--- src/rtl/deserializer_pkg.sv ---
// rtl/deserializer_pkg.sv - shared state type and default geometry for the deserializer
package deserializer_pkg;

  // COLLECT: filling sample registers; FULL: frame presented downstream
  typedef enum logic {
    COLLECT = 1'b0,
    FULL    = 1'b1
  } state_t;

  localparam int DEFAULT_BIT_WIDTH = 32;
  localparam int DEFAULT_N_SAMPLES = 8;

endpackage

--- src/rtl/deserializer_control.sv ---
// rtl/deserializer_control.sv - frame FSM, write index and per-sample write enables
module deserializer_control
  import deserializer_pkg::*;
#(
  parameter int N_SAMPLES = DEFAULT_N_SAMPLES
) (
  input  logic                 clk,
  input  logic                 reset,
  input  logic                 recv_val,
  input  logic                 send_rdy,
  output logic                 recv_rdy,
  output logic                 send_val,
  output logic [N_SAMPLES-1:0] wr_en,
  output logic                 cnt_clr
);

  localparam int            CW   = $clog2(N_SAMPLES);
  localparam logic [CW-1:0] LAST = CW'(N_SAMPLES - 1);

  state_t        state;
  state_t        state_nxt;
  logic [CW-1:0] cnt;
  logic [CW-1:0] cnt_nxt;

  // State and write index registers; reset wins over any handshake
  always_ff @(posedge clk) begin
    if (reset) begin
      state <= COLLECT;
      cnt   <= '0;
    end else begin
      state <= state_nxt;
      cnt   <= cnt_nxt;
    end
  end

  // Next state, next index, handshake outputs and write enables
  always_comb begin
    state_nxt = state;
    cnt_nxt   = cnt;
    recv_rdy  = 1'b0;
    send_val  = 1'b0;
    wr_en     = '0;
    cnt_clr   = 1'b0;
    if (!reset) begin
      unique case (state)
        COLLECT: begin
          recv_rdy = 1'b1;
          if (recv_val) begin
            for (int i = 0; i < N_SAMPLES; i++) begin
              wr_en[i] = (cnt == CW'(i));
            end
            if (cnt == LAST) begin
              cnt_clr   = 1'b1;
              state_nxt = FULL;
            end else begin
              cnt_nxt = cnt + 1'b1;
            end
          end
        end
        FULL: begin
          send_val = 1'b1;
          // A sample may only enter while the held frame is leaving
          recv_rdy = send_rdy;
          if (send_rdy) begin
            state_nxt = COLLECT;
            if (recv_val) begin
              // First sample of the next frame lands in the same cycle
              wr_en[0] = 1'b1;
              cnt_nxt  = CW'(1);
            end else begin
              cnt_clr = 1'b1;
            end
          end
        end
      endcase
      if (cnt_clr) begin
        cnt_nxt = '0;
      end
    end
  end

endmodule

--- src/rtl/deserializer.sv ---
// rtl/deserializer.sv - serial samples in, one parallel frame of N_SAMPLES words out
module deserializer
  import deserializer_pkg::*;
#(
  parameter int BIT_WIDTH = DEFAULT_BIT_WIDTH,
  parameter int N_SAMPLES = DEFAULT_N_SAMPLES
) (
  input  logic                 clk,
  input  logic                 reset,
  input  logic [BIT_WIDTH-1:0] recv_msg,
  input  logic                 recv_val,
  output logic                 recv_rdy,
  output logic [BIT_WIDTH-1:0] send_msg [N_SAMPLES],
  output logic                 send_val,
  input  logic                 send_rdy
);

  logic [N_SAMPLES-1:0] wr_en;
  // Index-clear decision is kept visible for debug; the datapath needs only wr_en
  logic                 cnt_clr_unused;

  deserializer_control #(
    .N_SAMPLES (N_SAMPLES)
  ) u_control (
    .clk      (clk),
    .reset    (reset),
    .recv_val (recv_val),
    .send_rdy (send_rdy),
    .recv_rdy (recv_rdy),
    .send_val (send_val),
    .wr_en    (wr_en),
    .cnt_clr  (cnt_clr_unused)
  );

  for (genvar i = 0; i < N_SAMPLES; i++) begin : g_sample
    logic [BIT_WIDTH-1:0] sample_q;

    // Sample register i: cleared by reset, loaded when its enable fires
    always_ff @(posedge clk) begin
      if (reset) begin
        sample_q <= '0;
      end else if (wr_en[i]) begin
        sample_q <= recv_msg;
      end
    end

    assign send_msg[i] = sample_q;
  end

endmodule

--- config.mk ---
export PLATFORM = sky130hd
export DESIGN_NAME = deserializer
export DESIGN_NICKNAME = d
export VERILOG_FILES = /design/src/rtl/deserializer_pkg.sv /design/src/rtl/deserializer_control.sv /design/src/rtl/deserializer.sv
export SDC_FILE = /design/constraint.sdc
export NUM_CORES = 1
export LEC_CHECK = 0
export CAP_MARGIN = 10
export CORE_MARGIN = 2
export CORE_UTILIZATION = 30
export CTS_CLUSTER_SIZE = 10
export DETAILED_ROUTE_END_ITERATION = 10
export PLACE_DENSITY = 0.53
export SYNTH_ARGS = -nofsm -noshare
export SYNTH_HDL_FRONTEND = slang
export SYNTH_SLANG_ARGS = --single-unit
--- constraint.sdc ---
create_clock -name clk -period 1.9 [get_ports clk]
set_input_delay 0.285 -clock clk [delete_from_list [all_inputs] [get_ports clk]]
set_output_delay 0.285 -clock clk [all_outputs]
set_load 0.05 [all_outputs]
==> impl_results.md <==
- Most used DFF post-synth: dfxtp_1
- CTS sink cnt: 260
- EDFF count, synth: 0
- Worst-path maximum fanout: 9
- Net Count, Synth: 1228
- YS warnings: 0
- Die width: 187 um
- Port bufs: just under 300
- Clock Latency Late Sink: 550 ps
- DRT iter0 DRCs: 550
- Overall Power: roughly 12000 uW
- Antenna Cells: 0
- Register cell area after layout: 5210 um^2
- Synth Instances: 1186
- Layout filler cell count: between 3k and 4k
- Layout cells sized above 1: between 10% and 20%
- Vias: around 9.3k
- Area delta synth->final: 38.0%
- Leak Pwr: 0.00598 uW
- Worst EP arrival: 1510 ps
- Final ANT Viol Nets: 0
- Final setup viols: 0
- Critical path type: reg -> out
- Rows: 66
- Setup TNS: 0 ps
- Multi-input logic area: 4220 um^2
- Total wire length: roughly 36000 um
- Die Height: around 190 um
- Synth Area per Inst: 8.45 um^2
- Post-synthesis sequential area ratio: 51.9%
- Sw Ratio: 25.1%
- Synth area leaders: dfxtp_1 (52%), a21oi_1 (8.1%), o21ai_0 (8.1%), nand2_1 (7.3%), nand3_1 (6.4%)
- P_int: 8720 uW
- FF+latch count, synth: 260
- Clock Root Buffer: clkbuf_16
- PD cells: 842 nW/um^2
- Cell Area, Synth: 10000 um^2
- Comb power frac: 8.9%
- Via density: 5.01
- GPL Wtd Cong: between 0.7 and 0.8
- DR WL/cell: 19.5 um
- Sequential Power Share: 47.9%
- CTS tree: done
- Total gr overflow: 0
- Initial core utilization: 30.7%
- Period Utilization, post-route: between 90% and 100%
- DRC Markers: 0
- First-pass GRT wire length: 56100 um
- F_max: about 560 MHz
- Fin worst setup slack: between 100 and 150 ps
- Top-count cell post-synth: dfxtp_1
- Maximum root-to-sink buffer count: 3
- Clk slew on worst S/H paths: 60 ps
- Max VDD drop: 0.000664 V
- Max_cap viols: 0
- Skew final: around 11 ps
- First drt pass iteration count: 5
- Core area: approximately 33000 um^2
- # IOs: between 200 and 300
- Synth area leader: dfxtp_1
- Inserted Clock Buffers: 30
- RSZ-0062 raised after global routing: false
- Switching Power: 2920 uW
- Rel. slew slack: 62.4%
- Hold Vio Cnt, Final: 0
- Crit start category: flop
- Fraction of registers with async set/reset: 0%
- Setup crit end kind: output port
- Min cycle time layout: 1800 ps
- Worst Hold Class: in -> reg
- H-tree levels: 1
- Largest net degree at the start of global routing: 90
- Clk network pwr share: 43.2%
- Commonest cells post-synth: dfxtp_1 (260), nand2_1 (194), a21oi_1 (163), o21ai_0 (163), nand3_1 (128)
- Final cell count without fillers: 1853
- Worst EP required: around 1600 ps
- Core Util, Final: around 42%
- Area share of the largest cell type after synthesis: 51.9%
- GRT Total Usage: 20.1%
- Worst slew pin tran: 567 ps
- Post-Place Worst Slack: -120 ps
- Status: complete, no violations
- Vias in the first global route: 8906
- Final nets: around 1.4k
- Unique masters post-synth: 32
- Slew Viols, Final: 0
- Placed Cells incl. Taps: ~1.8k
- HPWL after DPL: 23000 um
- Die ar.: ~35000 um^2
- Initial antenna violation count: 0
## worst max-delay path, stage by stage (launching register included)
cell and delay [ps]:
dfxtp_2 420, nor2b_2 260, nor2_1 80, buf_4 210
## routing by layer
layer	wire (um)	vias up	track usage, %	part of all wire, %
li1	-	4437	-	-
met1	15600	4456	26.2	43
met2	16900	324	33.1	47
met3	2690	59	4.99	7.4
met4	1100	0	5.56	3.0
met5	0	-	0	0
## state kept, by name (all words and copies together), names as in the netlist
name               flops
g_sample.sample_q    256
u_control.cnt          3
u_control.state        1
## area by class of cell
type	count	share of cell area, %
Clock buffer	38	5.80
Clock inverter	1	0.0362
Multi-Input combinational cell	777	30.5
Sequential cell	260	37.6
Timing Repair Buffer	328	21.9
Inverter	7	0.199
Tap cell	442	4.00
## final timing paths
kind	startpoint	to	slack, ps	depth (start not counted)
max	u_control.state$_SDFF_PP0_	recv_rdy	100	3
min	reset	g_sample[7].sample_q[3]$_SDFFE_PP0P_	180	4
max reg2reg	u_control.cnt[0]$_SDFFE_PP0P_	g_sample[4].sample_q[1]$_SDFFE_PP0P_	180	6
min reg2reg	g_sample[3].sample_q[10]$_SDFFE_PP0P_	g_sample[3].sample_q[10]$_SDFFE_PP0P_	450	2
## power by group through the flow
stage          registers [uW]  clock network [uW]  logic [uW]
6_report                 5580                5030        1030
3_3_place_gp             5700                   0        1090
3_5_place_dp             5700                   0        1090
2_1_floorplan            5980                   0         392
4_1_cts                  5580                5170        1040
5_1_grt                  5590                5380        1090
## placed cells by master, fill, tap and decap left out, types with 3 or more instances in the layout
cell | synthesis | layout
a21oi_1 | 163 | 163
buf_12 | 0 | 16
clkbuf_16 | 0 | 31
mux2i_1 | 32 | 32
nand3_1 | 128 | 128
nand2_1 | 194 | 194
dlygate4sd2_1 | 0 | 213
mux2_2 | 32 | 32
buf_4 | 0 | 62
inv_1 | 5 | 5
clkdlybuf4s50_1 | 0 | 34
clkbuf_1 | 90 | 7
nand3b_1 | 3 | 3
nor2b_1 | 34 | 32
ha_1 | 6 | 5
o21ai_0 | 163 | 163
dfxtp_1 | 260 | 259
## stage by stage
stage	cell area [um^2]	hold slack, ps
floorplan	10000	433
global placement	13300	442
detailed placement	13300	446
CTS	13800	173
global route	13800	203
finish	13800	177
## kinds of logic (layout without fill, tap and decap cells)
family | Yosys count | in the layout | synth area share [%]
adder cells (fa/ha/maj) | 6 | 6 | 0.749
AND/OR/NAND/NOR | 375 | 375 | 17.3
flip-flops | 260 | 260 | 51.9
AO/OA/AOI/OAI | 332 | 332 | 16.7
multiplexers | 64 | 64 | 6.79
buffers and inverters | 149 | 374 | 6.50
## repair_timing
item | CTS | global route
hold buffers | 1 | 0
resized for setup | 215 | 3
hold endpoints to repair | 1 | 0
setup endpoints to repair | 215 | 23
setup buffers | 0 | 1
(Power assumes the default switching activity.)
